<file path="src/rtl/noc_local_endpoint.sv">
// Local-port network interface for one flattened-butterfly node: TX packing FIFO with on/off launch, RX FWFT FIFO with off generation.
// Optional statistics counters are built only when NOC_ENDPOINT_STATS_EN is defined; otherwise stat_* read as zero.
module noc_local_endpoint #(
  parameter int DATA_W       = 8,
  parameter int NODE_PER_ROW = 4,
  parameter int NODE_PER_COL = 4,
  parameter int CURR_DIM0    = 0,
  parameter int CURR_DIM1    = 0,
  parameter int TX_DEPTH     = 4,
  parameter int RX_DEPTH     = 8,
  parameter int OFF_SLACK    = 2,
  localparam int D0_W        = $clog2(NODE_PER_ROW),
  localparam int D1_W        = $clog2(NODE_PER_COL),
  localparam int PAYLOAD_W   = DATA_W - D0_W - D1_W
) (
  input  logic                 clk,
  input  logic                 rst,
  input  logic                 tx_valid,
  output logic                 tx_ready,
  input  logic [D0_W-1:0]      tx_dst_dim0,
  input  logic [D1_W-1:0]      tx_dst_dim1,
  input  logic [PAYLOAD_W-1:0] tx_payload,
  output logic                 noc_valid_o,
  output logic [DATA_W-1:0]    noc_data_o,
  input  logic                 noc_off_i,
  input  logic                 noc_valid_i,
  input  logic [DATA_W-1:0]    noc_data_i,
  output logic                 noc_off_o,
  output logic                 rx_valid,
  input  logic                 rx_ready,
  output logic [PAYLOAD_W-1:0] rx_data,
  output logic [15:0]          stat_tx,
  output logic [15:0]          stat_rx,
  output logic [15:0]          stat_drop,
  output logic [15:0]          stat_misroute
);

  localparam int TX_AW = $clog2(TX_DEPTH);
  localparam int TX_CW = TX_AW + 1;
  localparam int RX_AW = $clog2(RX_DEPTH);
  localparam int RX_CW = RX_AW + 1;
  localparam logic [TX_CW-1:0] TX_FULL = TX_CW'(TX_DEPTH);
  localparam logic [RX_CW-1:0] RX_FULL = RX_CW'(RX_DEPTH);
  localparam logic [RX_CW-1:0] OFF_THR = RX_CW'(RX_DEPTH - OFF_SLACK);

  // ---- TX FIFO (stage p0) ----
  logic [DATA_W-1:0] tx_mem [TX_DEPTH];
  logic [TX_AW-1:0]  tx_wr, tx_rd;
  logic [TX_CW-1:0]  tx_cnt, tx_cnt_nxt;
  logic              tx_rdy_p0, tx_push, tx_pop;

  assign tx_push    = tx_valid && tx_rdy_p0;
  assign tx_pop     = (tx_cnt != '0) && !noc_off_i;
  assign tx_cnt_nxt = tx_cnt + TX_CW'(tx_push) - TX_CW'(tx_pop);
  assign tx_ready   = tx_rdy_p0;

  always_ff @(posedge clk) begin
    if (tx_push)
      tx_mem[tx_wr] <= {tx_dst_dim0, tx_dst_dim1, tx_payload};
  end

  // ---- launch register (stage p1) ----
  logic [DATA_W-1:0] flit_p1;
  logic              vld_p1;

  always_ff @(posedge clk) begin
    if (rst) begin
      tx_wr     <= '0;
      tx_rd     <= '0;
      tx_cnt    <= '0;
      tx_rdy_p0 <= 1'b0;
      vld_p1    <= 1'b0;
      flit_p1   <= '0;
    end else begin
      if (tx_push) tx_wr <= tx_wr + TX_AW'(1);
      if (tx_pop) begin
        tx_rd   <= tx_rd + TX_AW'(1);
        flit_p1 <= tx_mem[tx_rd];
      end
      tx_cnt    <= tx_cnt_nxt;
      tx_rdy_p0 <= (tx_cnt_nxt != TX_FULL);
      vld_p1    <= tx_pop;
    end
  end

  assign noc_valid_o = vld_p1;
  assign noc_data_o  = flit_p1;

  // ---- RX FIFO, first-word fall-through ----
  logic [DATA_W-1:0] rx_mem [RX_DEPTH];
  logic [RX_AW-1:0]  rx_wr, rx_rd;
  logic [RX_CW-1:0]  rx_cnt, rx_cnt_nxt;
  logic              rx_push, rx_pop, off_q;

  assign rx_valid   = (rx_cnt != '0);
  assign rx_pop     = rx_valid && rx_ready;
  // A full FIFO still accepts when the head leaves in the same cycle.
  assign rx_push    = noc_valid_i && ((rx_cnt != RX_FULL) || rx_pop);
  assign rx_cnt_nxt = rx_cnt + RX_CW'(rx_push) - RX_CW'(rx_pop);
  assign rx_data    = rx_mem[rx_rd][PAYLOAD_W-1:0];
  assign noc_off_o  = off_q;

  always_ff @(posedge clk) begin
    if (rx_push)
      rx_mem[rx_wr] <= noc_data_i;
  end

  always_ff @(posedge clk) begin
    if (rst) begin
      rx_wr  <= '0;
      rx_rd  <= '0;
      rx_cnt <= '0;
      off_q  <= 1'b0;
    end else begin
      if (rx_push) rx_wr <= rx_wr + RX_AW'(1);
      if (rx_pop)  rx_rd <= rx_rd + RX_AW'(1);
      rx_cnt <= rx_cnt_nxt;
      off_q  <= (rx_cnt_nxt >= OFF_THR);
    end
  end

`ifdef NOC_ENDPOINT_STATS_EN
  localparam logic [D0_W-1:0] CUR0 = D0_W'(CURR_DIM0);
  localparam logic [D1_W-1:0] CUR1 = D1_W'(CURR_DIM1);

  function automatic logic [15:0] sat_inc(input logic [15:0] v);
    return (v == 16'hFFFF) ? v : v + 16'd1;
  endfunction

  logic rx_drop, rx_misroute;
  logic [15:0] cnt_tx, cnt_rx, cnt_drop, cnt_mis;

  assign rx_drop     = noc_valid_i && !rx_push;
  assign rx_misroute = rx_push && (noc_data_i[DATA_W-1 -: D0_W+D1_W] != {CUR0, CUR1});

  always_ff @(posedge clk) begin
    if (rst) begin
      cnt_tx   <= '0;
      cnt_rx   <= '0;
      cnt_drop <= '0;
      cnt_mis  <= '0;
    end else begin
      if (tx_pop)      cnt_tx   <= sat_inc(cnt_tx);
      if (rx_push)     cnt_rx   <= sat_inc(cnt_rx);
      if (rx_drop)     cnt_drop <= sat_inc(cnt_drop);
      if (rx_misroute) cnt_mis  <= sat_inc(cnt_mis);
    end
  end

  assign stat_tx       = cnt_tx;
  assign stat_rx       = cnt_rx;
  assign stat_drop     = cnt_drop;
  assign stat_misroute = cnt_mis;
`else
  assign stat_tx       = 16'h0;
  assign stat_rx       = 16'h0;
  assign stat_drop     = 16'h0;
  assign stat_misroute = 16'h0;
`endif

endmodule

</file>
<file path="config.mk">
export PLATFORM = sky130hd
export DESIGN_NAME = noc_local_endpoint
export DESIGN_NICKNAME = d
export VERILOG_FILES = /design/src/rtl/noc_local_endpoint.sv
export SDC_FILE = /design/constraint.sdc
export NUM_CORES = 1
export LEC_CHECK = 0
export ABC_AREA = 1
export BUFFER_PORTS_ARGS = -buffer_cell sky130_fd_sc_hd__buf_2
export CAP_MARGIN = 10
export CORE_UTILIZATION = 58
export DETAILED_ROUTE_END_ITERATION = 6
export GPL_ROUTABILITY_DRIVEN = 0
export PLACE_DENSITY = 0.85
export SYNTH_ARGS = -nofsm -noshare
export SYNTH_HDL_FRONTEND = slang
export SYNTH_SLANG_ARGS = --single-unit
export TNS_END_PERCENT = 20
</file>
<file path="constraint.sdc">
create_clock -name clk -period 4.2 [get_ports clk]
set_clock_uncertainty 0.05 [all_clocks]
set_input_delay 0.21 -clock clk [delete_from_list [all_inputs] [get_ports clk]]
set_output_delay 0.21 -clock clk [all_outputs]
set_load 0.01 [all_outputs]
</file>
==> results.json <==
{
  "worstPathRequired_ns": 4.41,
  "critPathKind": "reg -> reg",
  "die_area_mm2": 0.00799,
  "grt_pass1_vias": 2544,
  "grt_use_total_pct": 19.5,
  "end_kind": "flip-flop",
  "viasPerCell": 4.83,
  "n_antenna_cell": 0,
  "endpoint": "tx_ready",
  "final-setup-viol-count": 0,
  "max-vdd-ir-drop_uv": 390,
  "post-synth-top-count-cell": "nor2_1",
  "vias": 2737,
  "die_h_um": 89.4,
  "powerDensity_mw_per_mm2": 567,
  "io_pins": 102,
  "hpwl_um": 4890,
  "synth-edff-count": 64,
  "reg2reg_slack_ns": 1.58,
  "synth_xor_area_share_pct": 0.395,
  "dpl_cell_area_mm2": 0.00439,
  "yosysSeqAreaShare_pct": 57.4,
  "power_mw": 2.65,
  "synth_cell_type_count": 30,
  "synthTopCellsByCount": "nor2_1 (76), buf_4 (67), edfxtp_1 (64)",
  "p_leak_nw": 1.93,
  "multiInputGateArea_mm2": 0.00144,
  "initial_utilization_pct": 60.4,
  "final_nets": 500,
  "crit_start": "tx_cnt[1]",
  "rr_startpoint": "tx_cnt[1]",
  "ys_ff_latch": 95,
  "period_minus_slack_ns": 2.62,
  "fin_crit_sh_pct": 62.3,
  "grt_max_degree": 19,
  "slew_violations": 0,
  "insertion_delay_ns": 0.36,
  "synth_compound_area_share_pct": 9.29,
  "drt-initial-drc-count": 143,
  "detail_route.wirelength_um": 7070,
  "dr.pass1.iters": 5,
  "fin_area_mm2": 0.00466,
  "synth_area_leaders": "edfxtp_1 (43%), dfxtp_1 (14%), buf_4 (11%), nor2_1 (6.4%), o21ai_0 (5.0%)",
  "final_util_pct": 63.6,
  "synth_largest_area_cell": "edfxtp_1",
  "htree_levels": 3,
  "cap_violations": 0,
  "place_ws_ns": 1.58,
  "tns_ns": 0,
  "rr_worst_depth": 12,
  "ant_nets": 0,
  "worst_pin_slew_ns": 0.788,
  "regArea_mm2": 0.00254,
  "synth_top_cell_area_share_pct": 43.4,
  "clockBufferDepth": 2,
  "area_growth_pct": 5.28,
  "fillCellCount": 541,
  "cts_tree": "built",
  "grt-ovfl-total": 0,
  "async_flop_share_pct": 0,
  "clk_pin_slew_worst_paths_ns": 0.09,
  "core-area_mm2": 0.00733,
  "root_buffer": "clkbuf_8",
  "wl_per_cell_um": 12.5,
  "die_width_um": 89.4,
  "row_count": 31,
  "finalHoldViolations": 0,
  "clock-sinks": 95,
  "cts_buffers": 9,
  "netlist_area_mm2": 0.00443,
  "synth_ff_type": "edfxtp_1",
  "rsz0062_at_grt": "no",
  "post_synth_fa_ha_maj_area_fraction_pct": 4.57,
  "synth_top_family_by_area": "buffers and inverters",
  "grt_pass1_wl_um": 11200,
  "hold_path.class": "in -> reg",
  "synth.area.mux_share_pct": 0,
  "yosysWarnings": 0,
  "worst-path-max-fanout": 13,
  "yosys.area_share.simple_pct": 12.9,
  "max_slew_margin_pct": 47.3,
  "synthCells": 423,
  "arrival_ns": 2.83,
  "cts_setup_buffers": 0,
  "reg2reg_to": "tx_ready",
  "antenna_found_initial": 0,
  "start_kind": "flip-flop",
  "drive_above_1_share_pct": 15.6,
  "synth.avg_cell_area_um2": 10.5,
  "drc": 0,
  "final.setup.worst_slack_ns": 1.58,
  "port_buffers": 33,
  "max_freq_ghz": 0.382,
  "status": "finished, final reports clean"
}
## where the power goes
part / internal, mW / switching (mW) / total [mW]
clock: 0.282 / 0.320 / 0.602
sequential: 1.14 / 0.114 / 1.25
combinational: 0.289 / 0.501 / 0.790
total: 1.71 / 0.935 / 2.65
## timing repair
| action | CTS | global route |
|---|---|---|
| gates resized for setup | 0 | 0 |
| hold buffers | 7 | 0 |
| hold endpoints to repair | 25 | 0 |
| setup endpoints to repair | 0 | 0 |
## metrics by stage
stage | hold slack (ns) | cells
3_5_place_dp | 0.375 | 544
2_1_floorplan | 0.259 | 486
5_1_grt | 0.00677 | 567
6_report | 0.0237 | 567
4_1_cts | 0.00238 | 567
3_3_place_gp | 0.366 | 544
## how the worst min path moves through the flow
| stage | to | startpoint | slack (ns) | cells past startpoint |
|---|---|---|---|---|
| 6_report | tx_mem[0][2] | tx_payload[2] | 0.02 | 1 |
| 5_1_grt | tx_mem[2][2] | tx_payload[2] | 0.007 | 1 |
| 4_1_cts | tx_mem[3][2] | tx_payload[2] | 0.002 | 1 |
| 3_5_place_dp | tx_mem[2][6] | tx_dst_dim0[0] | 0.37 | 1 |
| 3_3_place_gp | tx_mem[3][6] | tx_dst_dim0[0] | 0.37 | 1 |
| 2_1_floorplan | rx_mem[0][0] | noc_data_i[0] | 0.26 | 0 |
## placed cells by master (no fill, tap or decap), types with 2 or more instances in the layout
cell and instances:
nand2_2 3, xor2_1 2, inv_6 4, nand2_1 31, clkbuf_8 9, nor2_1 76
ha_1 13, inv_2 5, edfxtp_1 64, o22ai_1 8, o21ai_2 2, o21ai_1 10
nor3_2 4, dfxtp_1 31, nand2_4 3, nand3_1 7, a21oi_1 9, a21oi_2 2
dlygate4sd3_1 7, o21ai_0 44, inv_1 25, fa_1 2, conb_1 64, buf_2 33
## per-layer routing
metal	global-route usage (%)	part of all wire [%]
met5	0	0
met4	8.37	0.83
met3	6.74	4.8
met2	36.1	57
met1	19.8	37
## area by class of cell
| cell class | instances | area share (%) |
|---|---|---|
| clock buffers | 9 | 2.66 |
| clock inverters | 7 | 1.66 |
| inverters | 31 | 2.55 |
| multi-input cells | 286 | 30.9 |
| flip-flops and latches | 95 | 54.5 |
| well taps | 99 | 2.66 |
| repair buffers | 40 | 5.04 |
## registers in the layout, indices dropped and copies added, names as in the netlist, 2 cells and up, named ones only
register / count
tx_cnt: 3
rx_mem: 32
rx_cnt: 4
rx_wr: 3
tx_wr: 2
noc_data_o: 8
tx_rd: 2
rx_rd: 3
tx_mem: 32
## critical path, cell delays in order, from the launching register on
cell	delay (ns)
dfxtp_1	0.36
inv_2	0.07
nand2_1	0.05
o21bai_2	0.45
inv_2	0.21
ha_1	0.33
inv_1	0.06
ha_1	0.13
inv_1	0.05
fa_1	0.51
nand2_1	0.06
o21ai_0	0.16
inv_1	0.05
## logic make-up after synthesis
kind of cell	after synthesis
AND/OR/NAND/NOR	129
AO/OA/AOI/OAI	76
buffers and inverters	105
adder cells (fa/ha/maj)	15
flip-flops	95
other	1
XOR/XNOR	2
(Power assumes the default switching activity.)
